File: src/rtl/validation_pkg.sv
// ============================================================================
//  Module      : validation_pkg
//  Description : Shared types for the validation scheduler.
//  Revision    : 1.0 - initial release
// ============================================================================
`default_nettype none

package validation_pkg;

    typedef enum logic [1:0] {
        IDLE   = 2'd0,
        SEARCH = 2'd1,
        FOUND  = 2'd2
    } state_t;

    typedef logic [31:0]  nonce_t;
    typedef logic [255:0] hash_t;
    typedef logic [31:0]  difficulty_t;

endpackage

`default_nettype wire

File: src/rtl/rr_arbiter.sv
// ============================================================================
//  Module      : rr_arbiter
//  Description : Round-robin arbiter; one-hot grant, pointer moves past winner.
//  Revision    : 1.0 - initial release
// ============================================================================
`default_nettype none

module rr_arbiter #(
    parameter int NUM_REQ = 4,
    parameter int ID_W    = $clog2(NUM_REQ)
) (
    input  logic               clk,
    input  logic               rst,
    input  logic [NUM_REQ-1:0] req,
    output logic [NUM_REQ-1:0] grant,
    output logic [ID_W-1:0]    grant_idx,
    output logic               grant_valid
);

    localparam logic [ID_W:0]   c_num  = (ID_W+1)'(NUM_REQ);
    localparam logic [ID_W-1:0] c_last = ID_W'(NUM_REQ - 1);

    logic [ID_W-1:0] r_ptr;
    logic [ID_W:0]   w_cand;

    // Scan requesters starting at the pointer, wrapping modulo NUM_REQ.
    always_comb begin
        grant       = '0;
        grant_idx   = '0;
        grant_valid = 1'b0;
        w_cand      = '0;
        for (int i = 0; i < NUM_REQ; i++) begin
            w_cand = {1'b0, r_ptr} + (ID_W+1)'(i);
            if (w_cand >= c_num) begin
                w_cand = w_cand - c_num;
            end
            if (!grant_valid && req[w_cand[ID_W-1:0]]) begin
                grant_valid = 1'b1;
                grant_idx   = w_cand[ID_W-1:0];
            end
        end
        if (grant_valid) begin
            grant[grant_idx] = 1'b1;
        end
    end

    always_ff @(posedge clk or negedge rst) begin
        if (!rst) begin
            r_ptr <= '0;
        end else if (grant_valid) begin
            r_ptr <= (grant_idx == c_last) ? '0 : grant_idx + ID_W'(1);
        end
    end

endmodule

`default_nettype wire

File: src/rtl/validation_scheduler.sv
// ============================================================================
//  Module      : validation_scheduler
//  Description : Shares one hash validator among NUM_CORES hashing cores and
//                holds the first winning nonce. Define
//                VALIDATION_SCHED_STATS_EN to build the hash_count_o counter.
//  Revision    : 1.0 - initial release
// ============================================================================
`default_nettype none

module validation_scheduler
    import validation_pkg::*;
#(
    parameter int NUM_CORES = 4,
    parameter int CORE_ID_W = $clog2(NUM_CORES)
) (
    input  logic                   clk,
    input  logic                   rst,
    input  logic                   job_start_i,
    input  difficulty_t            job_difficulty_i,
    input  logic [NUM_CORES-1:0]   req_valid_i,
    input  hash_t [NUM_CORES-1:0]  req_hash_i,
    input  nonce_t [NUM_CORES-1:0] req_nonce_i,
    output logic [NUM_CORES-1:0]   req_ready_o,
    output hash_t                  val_hash_o,
    output difficulty_t            val_difficulty_o,
    input  logic                   val_success_i,
    output logic                   found_o,
    output nonce_t                 found_nonce_o,
    output logic [CORE_ID_W-1:0]   found_core_o,
    output logic                   busy_o,
    output logic [31:0]            hash_count_o
);

    state_t                 r_state;
    state_t                 w_state_next;
    logic                   w_win;
    logic                   w_ready_en;
    logic [NUM_CORES-1:0]   w_req;
    logic [NUM_CORES-1:0]   w_grant;
    logic [CORE_ID_W-1:0]   w_grant_idx;
    logic                   w_grant_valid;
    logic                   w_qualified;

    logic                   r_inf_valid;
    nonce_t                 r_inf_nonce;
    logic [CORE_ID_W-1:0]   r_inf_core;

    difficulty_t            r_difficulty;
    logic                   r_found;
    nonce_t                 r_found_nonce;
    logic [CORE_ID_W-1:0]   r_found_core;

    // A job_start cycle never issues, so the in-flight slot empties on restart.
    assign w_ready_en  = (r_state == SEARCH) && !job_start_i;
    assign w_req       = req_valid_i & {NUM_CORES{w_ready_en}};
    assign w_qualified = val_success_i & r_inf_valid;

    rr_arbiter #(
        .NUM_REQ (NUM_CORES),
        .ID_W    (CORE_ID_W)
    ) u_arb (
        .clk         (clk),
        .rst         (rst),
        .req         (w_req),
        .grant       (w_grant),
        .grant_idx   (w_grant_idx),
        .grant_valid (w_grant_valid)
    );

    assign req_ready_o = w_grant;
    assign val_hash_o  = w_grant_valid ? req_hash_i[w_grant_idx] : '0;

    always_ff @(posedge clk or negedge rst) begin
        if (!rst) begin
            r_state <= IDLE;
        end else begin
            r_state <= w_state_next;
        end
    end

    always_comb begin
        w_state_next = r_state;
        w_win        = 1'b0;
        case (r_state)
            IDLE: begin
                if (job_start_i) w_state_next = SEARCH;
            end
            SEARCH: begin
                if (job_start_i) begin
                    w_state_next = SEARCH;
                end else if (w_qualified) begin
                    w_state_next = FOUND;
                    w_win        = 1'b1;
                end
            end
            FOUND: begin
                if (job_start_i) w_state_next = SEARCH;
            end
            default: w_state_next = IDLE;
        endcase
    end

    always_ff @(posedge clk or negedge rst) begin
        if (!rst) begin
            r_inf_valid <= 1'b0;
            r_inf_nonce <= '0;
            r_inf_core  <= '0;
        end else begin
            r_inf_valid <= w_grant_valid;
            if (w_grant_valid) begin
                r_inf_nonce <= req_nonce_i[w_grant_idx];
                r_inf_core  <= w_grant_idx;
            end
        end
    end

    always_ff @(posedge clk or negedge rst) begin
        if (!rst) begin
            r_difficulty  <= '0;
            r_found       <= 1'b0;
            r_found_nonce <= '0;
            r_found_core  <= '0;
        end else if (job_start_i) begin
            r_difficulty  <= job_difficulty_i;
            r_found       <= 1'b0;
            r_found_nonce <= '0;
            r_found_core  <= '0;
        end else if (w_win) begin
            r_found       <= 1'b1;
            r_found_nonce <= r_inf_nonce;
            r_found_core  <= r_inf_core;
        end
    end

    assign val_difficulty_o = r_difficulty;
    assign found_o          = r_found;
    assign found_nonce_o    = r_found_nonce;
    assign found_core_o     = r_found_core;
    assign busy_o           = (r_state == SEARCH);

`ifdef VALIDATION_SCHED_STATS_EN
    logic [31:0] r_hash_count;

    always_ff @(posedge clk or negedge rst) begin
        if (!rst) begin
            r_hash_count <= '0;
        end else if (job_start_i) begin
            r_hash_count <= '0;
        end else if (w_grant_valid && !(&r_hash_count)) begin
            r_hash_count <= r_hash_count + 32'd1;
        end
    end

    assign hash_count_o = r_hash_count;
`else
    assign hash_count_o = '0;
`endif

endmodule

`default_nettype wire

File: config.mk
export PLATFORM = sky130hd
export DESIGN_NAME = validation_scheduler
export DESIGN_NICKNAME = d
export VERILOG_FILES = /design/src/rtl/validation_pkg.sv /design/src/rtl/rr_arbiter.sv /design/src/rtl/validation_scheduler.sv
export SDC_FILE = /design/constraint.sdc
export NUM_CORES = 1
export LEC_CHECK = 0
export ABC_AREA = 1
export ABC_CLOCK_PERIOD_IN_PS = 3200
export CELL_PAD_IN_SITES_DETAIL_PLACEMENT = 0
export CELL_PAD_IN_SITES_GLOBAL_PLACEMENT = 1
export CORE_AREA = 8 8 592 594
export CTS_CLUSTER_SIZE = 28
export DETAILED_ROUTE_END_ITERATION = 12
export DIE_AREA = 0 0 600 602
export HOLD_SLACK_MARGIN = 0.1
export PLACE_DENSITY_LB_ADDON = 0.1
export SETUP_SLACK_MARGIN = 0.15
export SKIP_LAST_GASP = 1
export SYNTH_ARGS = -nofsm -noshare
export SYNTH_HDL_FRONTEND = slang
export SYNTH_SLANG_ARGS = --single-unit
File: constraint.sdc
create_clock -name clk -period 3.2 [get_ports clk]
set_input_delay 0.32 -clock clk [delete_from_list [all_inputs] [get_ports clk]]
set_output_delay 0.32 -clock clk [all_outputs]
set_load 0.02 [all_outputs]
# Word level (Yosys, flattened, before mapping)
# Index checks and enable logic that the tools add are counted.
dict set report totals {
  output_inout_bits 360
  register_bits 106
  wordCells 89
  in_bits 1192
}
dict set report classes {
  order_cmp 10
  reduce_logical 13
  eq_ne 5
  addsub 8
  bitwise 2
  n_mux 42
}
# cell count
set ops {}
lappend ops {{256-bit binary-select mux with 2-bit select} 1}
lappend ops {{256-bit 2-to-1 mux} 2}
lappend ops {{32-bit 2-to-1 mux} 3}
lappend ops {{32-bit binary-select mux with 2-bit select} 1}
lappend ops {{2-bit 2-to-1 mux} 14}
lappend ops {{2-bit by 3-bit less-than comparator with 1-bit output (second input constant)} 5}
lappend ops {{1-bit 2-to-1 mux} 14}
lappend ops {{3-bit >= comparator (second input constant)} 3}
lappend ops {{1-bit binary-select mux with 2-bit select} 4}
lappend ops {{2-bit by 1-bit subtractor with 2-bit output (second input constant)} 4}
lappend ops {{2-bit by 2-bit adder with 3-bit output (second input constant)} 2}
lappend ops {{1-bit logical AND} 5}
lappend ops {{4-bit bitwise AND} 1}
lappend ops {{2-bit == test (second input constant)} 2}
lappend ops {{1-bit zero test} 4}
lappend ops {{4-bit 2-to-1 mux} 1}
lappend ops {{2-bit case mux with 2 select lines} 1}
lappend ops {{2-bit by 1-bit adder with 3-bit output (second input constant)} 1}
lappend ops {{2-bit by 3-bit >= comparator with 1-bit output (second input constant)} 1}
lappend ops {{3-bit by 2-bit inequality test with 1-bit output (second input constant)} 1}
lappend ops {{2-bit by 1-bit adder with 2-bit output (second input constant)} 1}
lappend ops {{1-bit demux with 2-bit select} 1}
lappend ops {{2-bit by 1-bit == test with 1-bit output (second input constant)} 1}
lappend ops {{2-bit by 1-bit >= comparator with 1-bit output (second input constant)} 1}
lappend ops {{6 further kinds} 6}

# Logic depth before layout (Yosys ltp)
# Gate-level depths: netlist of run 1.
dict set report logic_depth {
  depth_word 20
  depth_mapped 18
  depth_no_buf 15
}

# By module
# From an unflattened synthesis of run 1, not the netlist that was laid out.
dict set report hier_totals {
  hier_cells 2969
  area_unflattened_um2 16119.2
}
# module area_each_um2 instances seq_area_each_um2 cells_per_inst
set modules_own_cells {}
lappend modules_own_cells {validation_scheduler 15597.5 1 2602.5 2887}
lappend modules_own_cells {rr_arbiter 521.8 1 50.0 82}

# Worst setup path after synthesis of run 1
# No wires, ideal clock.
dict set report synth_timing {
  kind {register to output}
  startpoint {register r_state[0]}
  endpoint {output port req_ready_o[0]}
  arrival_time_ns 2.295
  stages_incl_launch_ff 15
  n_path_buf 3
  required_time_ns 2.880
  slack_ns 0.585
  path_cell_list {dfrtp_1 -> inv_2 -> nor2_4 -> nand4_1 -> nand3_1 -> nand2_1 -> a21oi_1 -> nand2_1 -> nand2_2 -> buf_6 -> buf_2 -> buf_2 -> ha_1 -> inv_1 -> nor2_1}
}
dict set report synth_via {
  elab_chain_cells 20
  elab_cells_between_ends 31
}
# element line
set synth_lines {}
lappend synth_lines {{from (decl)} validation_scheduler.sv:34} ;# state_t r_state;
lappend synth_lines {{from (signal assigned)} validation_scheduler.sv:77} ;# r_state <= w_state_next;
lappend synth_lines {{2-bit by 1-bit == test with 1-bit output (*)} -}
lappend synth_lines {{via busy_o} validation_scheduler.sv:30} ;# output logic busy_o,
lappend synth_lines {{1-bit logical AND (*)} validation_scheduler.sv:54} ;# assign w_ready_en = (r_state == SEARCH) && !job_start_i;
lappend synth_lines {{4-bit bitwise AND (*)} validation_scheduler.sv:55} ;# assign w_req = req_valid_i & {NUM_CORES{w_ready_en}};
lappend synth_lines {{1-bit binary-select mux with 2-bit select} rr_arbiter.sv:37} ;# if (!grant_valid && req[w_cand[ID_W-1:0]]) begin
lappend synth_lines {{1-bit 2-to-1 mux (not written as such)} rr_arbiter.sv:37}
lappend synth_lines {{1-bit 2-to-1 mux} rr_arbiter.sv:37}
lappend synth_lines {{1-bit zero test} rr_arbiter.sv:37}
lappend synth_lines {{[5 not listed]} -}
lappend synth_lines {{1-bit zero test} rr_arbiter.sv:37}
lappend synth_lines {{1-bit logical AND} rr_arbiter.sv:37}
lappend synth_lines {{2-bit 2-to-1 mux} rr_arbiter.sv:37}
lappend synth_lines {{2-bit by 3-bit less-than comparator with 1-bit output (not written as such) or 2-bit by 1-bit >= comparator with 1-bit output (tied branches)} rr_arbiter.sv:43} ;# grant[grant_idx] = 1'b1;
lappend synth_lines {{1-bit logical AND (not written as such)} rr_arbiter.sv:43}
lappend synth_lines {{1-bit 2-to-1 mux (not written as such)} rr_arbiter.sv:43}
lappend synth_lines {{1-bit demux with 2-bit select} -}
lappend synth_lines {{4-bit 2-to-1 mux (*)} rr_arbiter.sv:42} ;# if (grant_valid) begin
lappend synth_lines {{to (decl)} validation_scheduler.sv:23} ;# output logic [NUM_CORES-1:0] req_ready_o,
# The timed path passes the listed nets; every way through them passes the cells marked *. The select of a mux whose other input is x is not followed.

# Worst setup path in the final report of run 1
dict set report layout_timing {
  startpoint {register r_state[1]}
  endpoint {output port val_hash_o[245]}
}
dict set report layout_via {
  elab_chain_cells 18
  elab_cells_between_ends 28
}
# element line
set layout_lines {}
lappend layout_lines {{2-bit by 1-bit == test with 1-bit output (*)} validation_scheduler.sv:54}
lappend layout_lines {{1-bit logical AND (*)} validation_scheduler.sv:54}
lappend layout_lines {{4-bit bitwise AND (*)} validation_scheduler.sv:55}
lappend layout_lines {{1-bit binary-select mux with 2-bit select} rr_arbiter.sv:37}
lappend layout_lines {{1-bit 2-to-1 mux (not written as such)} rr_arbiter.sv:37}
lappend layout_lines {{1-bit 2-to-1 mux} rr_arbiter.sv:37}
lappend layout_lines {{1-bit zero test} rr_arbiter.sv:37}
lappend layout_lines {{1-bit logical AND} rr_arbiter.sv:37}
lappend layout_lines {{[2 not listed]} -}
lappend layout_lines {{1-bit logical AND} rr_arbiter.sv:37}
lappend layout_lines {{1-bit 2-to-1 mux} rr_arbiter.sv:37}
lappend layout_lines {{1-bit zero test} rr_arbiter.sv:37}
lappend layout_lines {{1-bit logical AND} rr_arbiter.sv:37}
lappend layout_lines {{2-bit 2-to-1 mux} rr_arbiter.sv:37}
lappend layout_lines {{256-bit binary-select mux with 2-bit select} validation_scheduler.sv:71} ;# assign val_hash_o = w_grant_valid ? req_hash_i[w_grant_idx] : '0;
lappend layout_lines {{256-bit 2-to-1 mux (not written as such)} validation_scheduler.sv:71}
lappend layout_lines {{256-bit 2-to-1 mux (*)} validation_scheduler.sv:71}
lappend layout_lines {{to (decl)} validation_scheduler.sv:24} ;# output hash_t val_hash_o,
# Mark *: on every way between the ends. The rest lies on a longest branch, timed or not. The select of a mux whose other input is x is not followed.

==> flow_summary_export.csv, run 1 <==
group,metric,value,unit
worst_setup_path,worstPathRequired,2880,ps
worst_setup_path,arrival,3390,ps
placed_design,dp.final_hpwl,222000,um
sta,clock-skew-final,16.6,ps
layout,layout.nets,6077,
synth,synthTopCellsByArea,"dfrtp_1 17%, nand2_1 14%, nor2_1 12%, inv_1 9.4%, nand3_1 9.3%",
layout,syn_to_final_growth,210,%
route,drt-initial-drc-count,1195,
worst_setup_path,cp-startpoint,"r_state[1]$_DFFE_PN0P_",
floorplan,num_rows,215,
global_route,grt_usage,13.5,%
clocking,clock_path_buffers,2,
global_route,grt_max_degree,71,
route,postRouteAntennaNets,0,
worst_setup_path,cp_slowest_cell,"dfrtp_1",
route,drt-wirelength-per-cell,27.6,um
clocking,clk_pin_slew,80,ps
worst_setup_path,path_cells,"inv_2 > nand2_2 > nor2_4 > buf_6 > nand3_2 > nand3_2 > nand2_4 > a21oi_2 > buf_4 > nand2_4 > nand2_8 > buf_12 > clkinv_16 > buf_16 > buf_12 > buf_16 > buf_8 > o21ai_1 > o21ai_1 > buf_4 > buf_12",
worst_setup_path,rr_endpoint,"r_inf_nonce[22]$_DFFE_PN0P_",
worst_setup_path,rrSetupSlack,-60,ps
synth,ys_ff_latch,106,
route,vias_per_cell,2.96,
clocking,htree_levels,3,
layout,final_common_cell,"clkdlybuf4s50_1",
sta,final-setup-viol-count,261,
worst_setup_path,cp-start-kind,"flop",
clocking,clock_latency,420,ps
synth,syn_avg_cell_area,5.27,um^2
sta,clock.fmax,269,MHz
global_route,overflow,0,
synth,ys_warn_count,0,
worst_setup_path,crit_fanout,7,
synth,synth_compound_area_share,19.5,%
placed_design,place.gp.congestion,0.868,
worst_setup_path,critical_path_class,"reg2out",
clocking,cts_tree,"done",
sta,drv_slew,0,
global_route,antenna_found_initial,178,
sta,min_period,3710,ps
synth,syn_area,15700,um^2
route,vias,28000,
floorplan,num_io_pins,1552,
floorplan,start_util,4.60,%
route,drc,0,
clocking,clockRootBuffer,"clkbuf_16",
placed_design,placedCellCount,9152,
outcome,violations,"setup timing",
sta,hold_viol,0,
synth,postSynthCellCount,2978,
synth,synth_top_family_by_area,"simple AND/OR/NAND/NOR gates",
layout,final_cell_mix,"1,257 x clkdlybuf4s50_1, 491 x nand2_1, 389 x inv_1",
floorplan,fp.dieH,602,um
floorplan,core_area,341000,um^2
sta,worst_pin_slew,816,ps
synth,synthAdderAreaFrac,0.319,%
clocking,cts_num_sinks,106,
clocking,cts_buffers,9,
route,routed_wl,261000,um
worst_setup_path,cpPeakStageDelay,440,ps
worst_setup_path,r2r.worst_path.cells,19,
synth,yosysTopAreaCell,"dfrtp_1",
sta,slew_headroom,45.6,%
synth,synth-seq-area-share,16.9,%
synth,yosys.area.top_type_share,16.9,%
layout,drive_above_1_share,32.2,%
floorplan,die_area,361000,um^2
floorplan,die_x,600,um
route,drtPass1Iterations,5,
worst_hold_path,hold_class,"in2async",
sta,fin_ws,-511,ps
worst_setup_path,critPathCapture,"val_hash_o[245]",
worst_setup_path,r2r-start,"r_state[1]$_DFFE_PN0P_",
sta,period_share,116,%
synth,synth.mux.area_fraction,0,%
layout,fin_cells,9471,
worst_setup_path,end_kind,"primary output",
synth,yosys.area_share.simple,44.9,%
worst_setup_path,crit_top_cell,"buf_12",
synth,ys_types,26,
layout,post-route-util,14.3,%
sta,rsz0062_at_grt,"yes",
flow_run,drv_cap,0,
global_route,first_global_vias,28400,
placed_design,io_buffers,1519,
global_route,grt_pass1_wl,321000,um
synth,synth-xor-area-share,0.104,%
outcome,outcome,"finished with violations",
cells in the mapped netlist:
| cell | n |
|---|---|
| conb_1 | 1 |
| ha_1 | 4 |
| inv_1 | 392 |
| inv_2 | 8 |
| o211ai_1 | 15 |
| o21ai_1 | 261 |
| nand3_1 | 291 |
| nand3b_1 | 174 |
| a21oi_1 | 84 |
| or2_1 | 1 |
| buf_1 | 18 |
| or2_2 | 14 |
| nand2_1 | 605 |
| nor2_4 | 2 |
| buf_2 | 114 |
| nor2_1 | 486 |
| nor2_2 | 1 |
| nand2_2 | 3 |
| clkbuf_1 | 100 |
| o21ai_0 | 244 |
| o31ai_1 | 1 |
| buf_6 | 5 |
| buf_4 | 39 |
| xnor2_2 | 1 |
| dfrtp_1 | 106 |
| nand4_1 | 8 |
layout make-up:
cell class	instances	area [um^2]
Fill cell	39500	292000
Timing Repair Buffer	2137	24200
Multi-Input combinational cell	2227	14100
Tap cell	4557	5700
Sequential cell	106	2650
Inverter	400	1560
Clock buffer	9	225
Clock inverter	7	75.1
Antenna cell	28	70.1
critical path: cells and delay by family (launching register included):
kind	cells	cell delay (ps)
AO/OA/AOI/OAI	3	300
AND/OR/NAND/NOR	7	670
buffers and inverters	11	1500
flip-flops	1	440
repair_timing:
action                                 4_1_cts  5_1_grt
gates resized for setup                    948     1038
setup buffers                              113      115
setup endpoints to repair                  293      295
endpoints found under the hold margin       39        0
cloned                                      21       27
pin swaps                                   54      200
hold buffers                                 1        0
registers in the layout (all words and copies together), names as in the netlist:
register / count
found_nonce_o: 32
r_inf_nonce: 32
val_difficulty_o: 32
found_core_o: 2
r_inf_core: 2
r_state: 2
u_arb.r_ptr: 2
found_o: 1
r_inf_valid: 1
worst min path at each step:
stage	start	endpoint	slack (ps)	cells after the start
3_3_place_gp	rst	val_difficulty_o[8]$_DFFE_PN0P_	310	1
5_1_grt	job_difficulty_i[29]	val_difficulty_o[29]$_DFFE_PN0P_	420	3
2_1_floorplan	rst	found_core_o[0]$_DFFE_PN0P_	20	0
6_report	rst	val_difficulty_o[8]$_DFFE_PN0P_	400	2
4_1_cts	job_difficulty_i[10]	val_difficulty_o[10]$_DFFE_PN0P_	380	3
3_5_place_dp	rst	val_difficulty_o[8]$_DFFE_PN0P_	310	1
stage by stage:
step | hold WS, ps | setup WS, ps | instance area (um^2) | TNS (ps)
2_1_floorplan | 24.4 | 585 | 15800 | 0
4_1_cts | 383 | -675 | 43100 | -137350
3_5_place_dp | 310 | -817 | 39400 | -109280
5_1_grt | 421 | -676 | 48600 | -147770
3_3_place_gp | 314 | -812 | 39400 | -114390
6_report | 405 | -511 | 48600 | -93270
cells by family after synthesis:
kind of cell | count (synthesis)
AO/OA/AOI/OAI | 605
XOR/XNOR | 1
adder cells (fa/ha/maj) | 4
flip-flops | 106
buffers and inverters | 676
other | 1
AND/OR/NAND/NOR | 1585
routing by layer:
layer | up-vias | share of wire, % | track usage, %
li1 | 13300 | - | -
met1 | 13300 | 42 | 16.2
met2 | 1020 | 51 | 24.7
met3 | 323 | 5.9 | 3.42
met4 | 60 | 1.6 | 1.27
met5 | - | 0.15 | 0
Power of run 1 is left out: the tool's default activity adds up to more than one toggle a clock period on the data nets, which glitch-free logic cannot reach.
==> inputs of run 2 (changes only) <==
SLEW_MARGIN = 20   (was unset)
==> results of run 2 <==
Same layout as run 1: the final DEF is identical, and so are final timing and power.
Power of run 2 is left out for the same reason.
==> inputs of run 3 (changes only) <==
HOLD_SLACK_MARGIN = unset   (was 0.1)
==> results of run 3 <==
Same layout as run 1: the final DEF is identical, and so are final timing and power.
Power of run 3 is left out for the same reason.
